$ cat config.mk
export PLATFORM = sky130hd
export DESIGN_NAME = dac_sample_feeder
export DESIGN_NICKNAME = d
export VERILOG_FILES = /design/src/rtl/dac_sample_feeder.sv
export SDC_FILE = /design/constraint.sdc
export NUM_CORES = 1
export LEC_CHECK = 0
export BUFFER_PORTS_ARGS = -buffer_cell sky130_fd_sc_hd__buf_4
export CORE_ASPECT_RATIO = 0.5
export CORE_MARGIN = 5
export CORE_UTILIZATION = 55
export DETAILED_ROUTE_END_ITERATION = 6
export HOLD_SLACK_MARGIN = 0.06
export PLACE_DENSITY = 0.8
export SETUP_SLACK_MARGIN = 0.4
export SYNTH_ARGS = -nofsm -noshare
export SYNTH_HDL_FRONTEND = slang
export SYNTH_SLANG_ARGS = --single-unit
$ cat constraint.sdc
create_clock -name CLK_71Khz -period 3.45 [get_ports CLK_71Khz]
set_input_delay 0.5175 -clock CLK_71Khz [delete_from_list [all_inputs] [get_ports CLK_71Khz]]
set_output_delay 0.5175 -clock CLK_71Khz [all_outputs]
set_load 0.01 [all_outputs]
$ cat src/rtl/dac_sample_feeder.sv
// rtl/dac_sample_feeder.sv - paced FIFO-fed sample source for the SPI DAC output controller
//
// Purpose:
//   Buffers signed 16-bit samples in a small FIFO, converts them to 12-bit
//   offset binary and, once per SAMPLE_PERIOD cycles, issues one DAC transfer
//   over the sendSample_n / isBusy / transmitComplete handshake. Everything
//   runs in the DAC SCLK domain (CLK_71Khz), so no clock crossing is needed.
//
// Configuration macro:
//   FEEDER_UNDERRUN_HOLD_EN - when defined, an underrun keeps the previous
//   dac_sample_o (last-sample hold); otherwise an underrun outputs midscale
//   12'h800 (silence). Either way a transfer is issued and the underrun counted.
//
// Ports:
//   CLK_71Khz         in   1    DAC SCLK domain clock, posedge
//   reset_n           in   1    asynchronous, active-low reset
//   wr_en_i           in   1    write strobe, one FIFO entry per cycle high
//   wr_data_i         in   16   signed two's-complement sample
//   fifo_full_o       out  1    FIFO holds 2**FIFO_DEPTH_LOG2 entries
//   fifo_empty_o      out  1    FIFO holds no entries
//   fifo_level_o      out  N+1  current FIFO occupancy
//   dac_sample_o      out  12   to inputSample; stable from request until done
//   dac_send_n_o      out  1    to sendSample_n, active low
//   dac_busy_i        in   1    from isBusy
//   dac_done_i        in   1    from transmitComplete
//   underrun_count_o  out  16   saturating count of ticks with an empty FIFO
//   overflow_o        out  1    sticky, a write was dropped
//   missed_tick_o     out  1    sticky, a tick arrived outside IDLE
//   dac_timeout_o     out  1    sticky, the DAC did not respond in time

module dac_sample_feeder #(
  parameter int unsigned SAMPLE_PERIOD   = 32,
  parameter int unsigned FIFO_DEPTH_LOG2 = 3,
  parameter int unsigned TIMEOUT_CYCLES  = 64
) (
  input  logic                       CLK_71Khz,
  input  logic                       reset_n,
  input  logic                       wr_en_i,
  input  logic [15:0]                wr_data_i,
  output logic                       fifo_full_o,
  output logic                       fifo_empty_o,
  output logic [FIFO_DEPTH_LOG2:0]   fifo_level_o,
  output logic [11:0]                dac_sample_o,
  output logic                       dac_send_n_o,
  input  logic                       dac_busy_i,
  input  logic                       dac_done_i,
  output logic [15:0]                underrun_count_o,
  output logic                       overflow_o,
  output logic                       missed_tick_o,
  output logic                       dac_timeout_o
);

  localparam int unsigned DEPTH  = 1 << FIFO_DEPTH_LOG2;
  localparam int unsigned LVL_W  = FIFO_DEPTH_LOG2 + 1;
  localparam int unsigned TICK_W = (SAMPLE_PERIOD > 1) ? $clog2(SAMPLE_PERIOD) : 1;
  localparam int unsigned TO_W   = $clog2(TIMEOUT_CYCLES + 1);

  typedef enum logic [1:0] {
    ST_IDLE      = 2'd0,
    ST_WAIT_BUSY = 2'd1,
    ST_WAIT_DONE = 2'd2
  } state_t;

  state_t                     state_q, state_d;
  logic [TICK_W-1:0]          tick_cnt_q, tick_cnt_d;
  logic [TO_W-1:0]            to_cnt_q, to_cnt_d;
  logic [FIFO_DEPTH_LOG2-1:0] wptr_q, wptr_d;
  logic [FIFO_DEPTH_LOG2-1:0] rptr_q, rptr_d;
  logic [LVL_W-1:0]           level_q, level_d;
  logic                       full_q, full_d;
  logic                       empty_q, empty_d;
  logic [11:0]                sample_q, sample_d;
  logic                       send_n_q, send_n_d;
  logic [15:0]                underrun_q, underrun_d;
  logic                       overflow_q, overflow_d;
  logic                       missed_q, missed_d;
  logic                       timeout_q, timeout_d;

  // Entries are stored already converted to offset binary.
  logic [11:0]                mem_q [DEPTH];

  logic                       tick;
  logic                       pop;
  logic                       push;
  logic [11:0]                wr_conv;
  logic                       unused_wr_lsbs;

  // Offset binary: keep the top 12 bits and flip the sign bit.
  assign wr_conv        = {~wr_data_i[15], wr_data_i[14:4]};
  // The four LSBs are discarded by the truncation.
  assign unused_wr_lsbs = ^wr_data_i[3:0];

  assign tick = (tick_cnt_q == TICK_W'(SAMPLE_PERIOD - 1));

  // Free-running sample-period counter.
  always_comb begin
    tick_cnt_d = tick_cnt_q + 1'b1;
    if (tick) begin
      tick_cnt_d = '0;
    end
  end

  // Transfer FSM: next state and outputs.
  always_comb begin
    state_d    = state_q;
    send_n_d   = send_n_q;
    sample_d   = sample_q;
    to_cnt_d   = to_cnt_q;
    underrun_d = underrun_q;
    timeout_d  = timeout_q;
    pop        = 1'b0;

    // A tick outside IDLE skips that period entirely; nothing is popped.
    missed_d   = missed_q | (tick && (state_q != ST_IDLE));

    case (state_q)
      ST_IDLE: begin
        to_cnt_d = '0;
        if (tick) begin
          send_n_d = 1'b0;
          state_d  = ST_WAIT_BUSY;
          if (!empty_q) begin
            pop      = 1'b1;
            sample_d = mem_q[rptr_q];
          end else begin
`ifdef FEEDER_UNDERRUN_HOLD_EN
            sample_d = sample_q;
`else
            sample_d = 12'h800;
`endif
            if (underrun_q != 16'hFFFF) begin
              underrun_d = underrun_q + 16'd1;
            end
          end
        end
      end

      ST_WAIT_BUSY: begin
        to_cnt_d = to_cnt_q + 1'b1;
        if (dac_busy_i) begin
          send_n_d = 1'b1;
          state_d  = ST_WAIT_DONE;
        end else if (to_cnt_q == TO_W'(TIMEOUT_CYCLES - 1)) begin
          timeout_d = 1'b1;
          send_n_d  = 1'b1;
          state_d   = ST_IDLE;
        end
      end

      ST_WAIT_DONE: begin
        // The timeout budget covers the whole transfer, not each phase.
        to_cnt_d = to_cnt_q + 1'b1;
        if (dac_done_i) begin
          state_d = ST_IDLE;
        end else if (to_cnt_q == TO_W'(TIMEOUT_CYCLES - 1)) begin
          timeout_d = 1'b1;
          send_n_d  = 1'b1;
          state_d   = ST_IDLE;
        end
      end

      default: begin
        send_n_d = 1'b1;
        state_d  = ST_IDLE;
      end
    endcase
  end

  // FIFO bookkeeping. A write on a full FIFO is still taken when the same
  // cycle pops, because a slot frees up at that edge.
  always_comb begin
    push       = wr_en_i && (!full_q || pop);
    overflow_d = overflow_q | (wr_en_i && full_q && !pop);
    wptr_d     = push ? wptr_q + 1'b1 : wptr_q;
    rptr_d     = pop  ? rptr_q + 1'b1 : rptr_q;
    level_d    = level_q;
    case ({push, pop})
      2'b10:   level_d = level_q + 1'b1;
      2'b01:   level_d = level_q - 1'b1;
      default: level_d = level_q;
    endcase
    full_d  = (level_d == LVL_W'(DEPTH));
    empty_d = (level_d == '0);
  end

  always_ff @(posedge CLK_71Khz or negedge reset_n) begin
    if (!reset_n) begin
      state_q    <= ST_IDLE;
      tick_cnt_q <= '0;
      to_cnt_q   <= '0;
      wptr_q     <= '0;
      rptr_q     <= '0;
      level_q    <= '0;
      full_q     <= 1'b0;
      empty_q    <= 1'b1;
      sample_q   <= 12'h800;
      send_n_q   <= 1'b1;
      underrun_q <= '0;
      overflow_q <= 1'b0;
      missed_q   <= 1'b0;
      timeout_q  <= 1'b0;
    end else begin
      state_q    <= state_d;
      tick_cnt_q <= tick_cnt_d;
      to_cnt_q   <= to_cnt_d;
      wptr_q     <= wptr_d;
      rptr_q     <= rptr_d;
      level_q    <= level_d;
      full_q     <= full_d;
      empty_q    <= empty_d;
      sample_q   <= sample_d;
      send_n_q   <= send_n_d;
      underrun_q <= underrun_d;
      overflow_q <= overflow_d;
      missed_q   <= missed_d;
      timeout_q  <= timeout_d;
    end
  end

  // Storage needs no reset: occupancy is tracked by the pointers and level.
  always_ff @(posedge CLK_71Khz) begin
    if (push) begin
      mem_q[wptr_q] <= wr_conv;
    end
  end

  assign fifo_full_o      = full_q;
  assign fifo_empty_o     = empty_q;
  assign fifo_level_o     = level_q;
  assign dac_sample_o     = sample_q;
  assign dac_send_n_o     = send_n_q;
  assign underrun_count_o = underrun_q;
  assign overflow_o       = overflow_q;
  assign missed_tick_o    = missed_q;
  assign dac_timeout_o    = timeout_q;

endmodule

After elaboration in Yosys (flattened, before gate mapping)
Memories as Yosys holds them, arrays and structs flattened.
Index checks and enable logic that the tools add are counted.
{ "classes": {"add_sub_neg": 7, "n_mul": 0, "div_mod_pow": 0, "magnitude_cmp": 0, "eq_ne": 11, "n_shift": 0, "n_mux": 23, "bitwise": 3, "reduce_logical": 17} }
{ "op_table": {"columns": ["operator", "count"], "rows": [
  ["16-bit by 1-bit adder with 16-bit output, second input constant", 1],
  ["16-bit inequality test, second input constant", 1],
  ["7-bit one-hot mux with 2 select lines", 1],
  ["1-bit two-way mux", 12],
  ["12-bit two-way mux", 1],
  ["2-bit two-way mux", 4],
  ["4-bit one-hot mux with 2 select lines", 1],
  ["7-bit by 1-bit adder with 7-bit output, second input constant", 1],
  ["7-bit by 6-bit equality test with 1-bit output, second input constant", 1],
  ["3-bit by 1-bit adder with 3-bit output, second input constant", 2],
  ["2-bit inequality test, second input constant", 3],
  ["2-bit one-hot mux with 3 select lines", 1],
  ["2-bit nonzero test", 3],
  ["5-bit by 1-bit adder with 5-bit output, second input constant", 1],
  ["5-bit equality test, second input constant", 1],
  ["5-bit two-way mux", 1],
  ["4-bit by 1-bit adder with 4-bit output, second input constant", 1],
  ["2-bit by 1-bit equality test with 1-bit output, second input constant", 2],
  ["2-bit equality test, second input constant", 2],
  ["4-bit equality test, second input constant", 1],
  ["1-bit logical AND", 4],
  ["4-bit zero test", 1],
  ["2-bit AND reduction", 2],
  ["4-bit AND reduction", 1],
  ["other kinds (10)", 12]
]} }
{ "word_totals": {"register_bits": 58, "latchBits": 0, "ram_bits": 96, "rom_bits": 0, "inputBits": 21, "word_cells": 76, "mem_count": 1} }
{ "memory_table": {"columns": ["memory", "depth", "width", "rd", "rd_clocked_by_memory_dff", "wr", "line", "source"], "rows": [
  ["mem_q", 8, 12, 1, 0, 1, "80", "logic [11:0] mem_q [DEPTH];"]
]} }

Logic depth before layout (Yosys ltp)
{ "depth": {"depth_word": 8, "ltp_mapped": 14, "mapped_depth_nobuf": 13} }

Least setup slack after synthesis
OpenSTA, ideal clock, no wires.
{ "synth_timing": {"path_kind": "reg2reg", "start": "register tick_cnt_q[0]", "end": "memory mem_q[0][0], enable pin", "setup_ns": 0.412, "arrival_ns": 2.768, "slack_ns": 0.270, "stages_incl_launch_ff": 9, "n_path_buf": 1, "path_cell_list": "dfrtp_1 ha_1 and3_1 ha_1 buf_2 nand3b_1 a21boi_2 inv_1 nor4_1"} }
{ "synth_via": {"elab_chain_len": 7} }
{ "synth_lines": {"columns": ["element", "line", "source"], "rows": [
  ["from (decl)", "65", "logic [TICK_W-1:0] tick_cnt_q, tick_cnt_d;"],
  ["from (signal assigned)", "204", "tick_cnt_q <= tick_cnt_d;"],
  ["5-bit equality test", "93", "assign tick = (tick_cnt_q == TICK_W'(SAMPLE_PERIOD - 1));"],
  ["1-bit two-way mux", "119", "if (tick) begin"],
  ["1-bit two-way mux", "116", "case (state_q)"],
  ["1-bit logical OR", "172", "push = wr_en_i && (!full_q || pop);"],
  ["1-bit logical AND", "172", null],
  ["1-bit two-way mux", "222", "if (push) begin"],
  ["1-bit two-way mux (not written as such)", "223", "mem_q[wptr_q] <= wr_conv;"],
  ["to (decl)", "80", null]
]} }
Every way passes these cells.

Final worst setup path
{ "layout_timing": {"start": "register tick_cnt_q[1]", "end": "register empty_q (netlist: fifo_empty_o)"} }
{ "layout_via": {"elab_chain_len": 8, "elab_cells_between_ends": 9, "cone_classes": "eq/ne (3); mux (3); reduce/logical (3)"} }
{ "layout_lines": {"columns": ["element", "line", "source"], "rows": [
  ["5-bit equality test (*)", "93", null],
  ["1-bit two-way mux (*)", "119", null],
  ["1-bit two-way mux (*)", "116", null],
  ["net pop", "83", "logic pop;"],
  ["1-bit logical OR", "172", null],
  ["1-bit logical AND", "172", null],
  ["2-bit by 1-bit equality test with 1-bit output or 2-bit equality test (tied branches)", "177", "case ({push, pop})"],
  ["4-bit one-hot mux with 2 select lines (*)", "177", null],
  ["net level_d[1]", "69", "logic [LVL_W-1:0] level_q, level_d;"],
  ["4-bit zero test (*)", "183", "empty_d = (level_d == '0);"],
  ["net empty_d", "71", "logic empty_q, empty_d;"],
  ["to (signal assigned)", "210", "empty_q <= empty_d;"],
  ["to (decl)", "71", null]
]} }
The timed path passes the listed nets; every way through them passes the cells marked *.
A chain may end at the register's enable or synchronous reset.

==> out/qor.yml <==
status: "completed"
total_leakage_power_nw: 3.10
cts_max_level: 4
endpoint_kind: "flip-flop"
synthTopCellsByCount: "edfxtp_1 (96), dfrtp_1 (55), nand2_1 (32)"
ff2ff_setup_slack_ps: 420
synth_area_um2: 6390
cpMaxStageDelayCell: "dfrtp_1"
insertion_delay_ps: 420
finalSetupViolations: 0
finalHoldViolations: 0
worst_path_largest_cell_delay_ps: 390
netlist.area_leader.share_pct: 45.1
yosysMostFrequentCell: "edfxtp_1"
ys_ff_latch: 154
synth_ff_type: "edfxtp_1"
ys_seq_area_share_pct: 67.9
cp_max_fo: 4
drv_slew: 0
post_dp_cell_area_um2: 7070
worst_pin_slew_ps: 1160
crit_cells: 12
start_util_pct: 57.2
required_ps: 3790
crit_start: "tick_cnt_q[1]"
area_delta_synth_final_pct: 22.6
dr.pass1.iters: 4
yosys_warnings: 0
avgRoutedWirePerCell_um: 19.0
final_nets: 523
async_reset_ff_share_pct: 37.7
drt_wl_total_mm: 12.6
synth_area_leaders: "edfxtp_1 (45%), dfrtp_1 (22%), mux4_2 (8.5%)"
drv_cap: 0
r2r-end: "fifo_empty_o"
final_antenna_net_count: 0
clkTransAtPathRegs_ps: 70
portBuffers: 54
insertedDiodeCount: 0
multiInputGateArea_um2: 2030
worst-r2r-cell-count: 12
grt_max_degree: 59
reg2reg_from: "tick_cnt_q[1]"
die_area_um2: 14000
clk_root_buffer_cell: "clkbuf_16"
coreArea_um2: 11200
design_area_um2: 7840
final_util_pct: 70.1
synth_area_leader_cell: "edfxtp_1"
grtUsageTotal_pct: 19.6
cts_hold_buffers: 0
crit_family: "adder cells"
grt_pass1_vias: 3907
regArea_um2: 4340
start_kind: "flip-flop"
placementRows: 27
syn_nets: 439
synth.avg_cell_area_um2: 15.8
grt_pass1_wl_mm: 20.9
synth_edf_count: 96
ys_types: 58
fin_crit_sh_pct: 87.7
cts_tree: "built"
clockBufferDepth: 2
place_congestion: 0.804
period_needed_ps: 3030
syn_inst: 405
setup_tns_ps: 0
die_x_um: 162
crit_path_frequent_cell: "ha_4"
viasPerCell: 5.57
power_density_nw_per_um2: 717
irDropWorstVdd_uv: 352
grt-ovfl-total: 0
max_freq_ghz: 0.330
crit_buf_inv: 2
drive_above_1_share_pct: 32.1
vias: 3682
crit_chain: "ha_2, and3_4, ha_4, nand3b_1, buf_6, clkinvlp_4, ha_4, xor2_1, ha_1, mux2_4, a2111o_1, a211oi_2"
path_class: "flip-flop to flip-flop"
die_h_um: 86.2
cts_buffers: 17
initialDrtViolationCount: 278
hpwl_mm: 7.29
whs_ps: 166
rsz0062_at_grt: "yes"
arrival_ps: 3370
grt_antenna_before_repair: 0
fill_cells: 721
hold_class: "primary input to asynchronous set/reset pin"
skew_ps: 14.0
pin_count: 59
clock_sinks: 154
drc: 0
relSlewSlack_pct: 22.8
-- layout make-up --
class	instances	area share [%]
Inverter	12	0.655
Clock inverter	15	2.65
Tap cell	159	2.54
Timing Repair Buffer	77	7.42
Sequential cell	154	55.4
Multi-Input combinational cell	227	25.9
Clock buffer	17	5.43
-- per-stage QoR --
stage / power (mW) / worst slack [ps] / instances
after floorplan: 3.19 / 338 / 405
after global placement: 3.58 / 372 / 619
after detailed placement: 3.62 / 262 / 619
after CTS: 5.63 / 483 / 654
after global routing: 5.90 / 310 / 661
final: 5.62 / 423 / 661
-- worst register-to-register path: cells and delay by family, from the launching register on --
kind	cells	cell delay, ps
buffers and inverters	2	280
DFF	1	390
AOI/OAI and AO/OA	2	620
muxes	1	280
xor gates and xnor gates	1	150
and+or+nand+nor	2	380
adders and majority gates	4	850
-- power breakdown --
| part | switching [mW] | internal, mW | total, mW |
|---|---|---|---|
| registers | 0.186 | 2.29 | 2.48 |
| clock network | 0.816 | 1.17 | 1.99 |
| logic | 0.584 | 0.568 | 1.15 |
-- routing by layer --
layer	share of wire [%]	up-vias	GRT usage (%)	wire, µm
met2	51	78	32.9	6390
met4	0.95	0	6.14	119
met1	44	1888	25.8	5520
li1	-	1705	-	-
met3	4.3	11	4.66	538
met5	0	-	0	0
-- repair_timing --
action | 4_1_cts | 5_1_grt
setup endpoints to repair | 2 | 2
pin swaps | 2 | 8
gates resized for setup | 5 | 8
buffers inserted | 3 | 7
gates cloned | 0 | 0
-- worst max-delay path by stage --
stage / endpoint
detailed placement: fifo_empty_o
CTS: fifo_empty_o
floorplan: mem_q[0][0]
global route: fifo_empty_o
finish: fifo_empty_o
global placement: fifo_empty_o
-- cells by family (layout without fill, tap and decap cells) --
group / Yosys count / in the layout / synth area share, %
AO/OA/AOI/OAI: 41 / 41 / 4.13
XOR/XNOR: 27 / 27 / 3.70
adder cells (fa/ha/maj): 13 / 13 / 2.54
buffers and inverters: 24 / 121 / 1.60
flip-flops: 154 / 154 / 67.9
multiplexers: 41 / 41 / 11.2
AND/OR/NAND/NOR: 105 / 105 / 8.93
-- placed cells by master, fill, tap and decap left out, drive strengths merged, types with 13 or more instances in the layout --
master	n
edfxtp	96
buf	77
dfrtp	55
nand2	32
mux4	24
inv	19
xor2	18
clkbuf	17
o21ai	17
nor2	16
mux2i	14
nor3	13
ha	13
-- state kept, by name, indices dropped and copies added (netlist names), 3 cells and up --
signal            cells
wptr_q                3
fifo_level_o          4
tick_cnt_q            5
mem_q                96
to_cnt_q              7
rptr_q                3
dac_sample_o         12
underrun_count_o     16
Note: power is estimated with default switching activity, not from simulation.
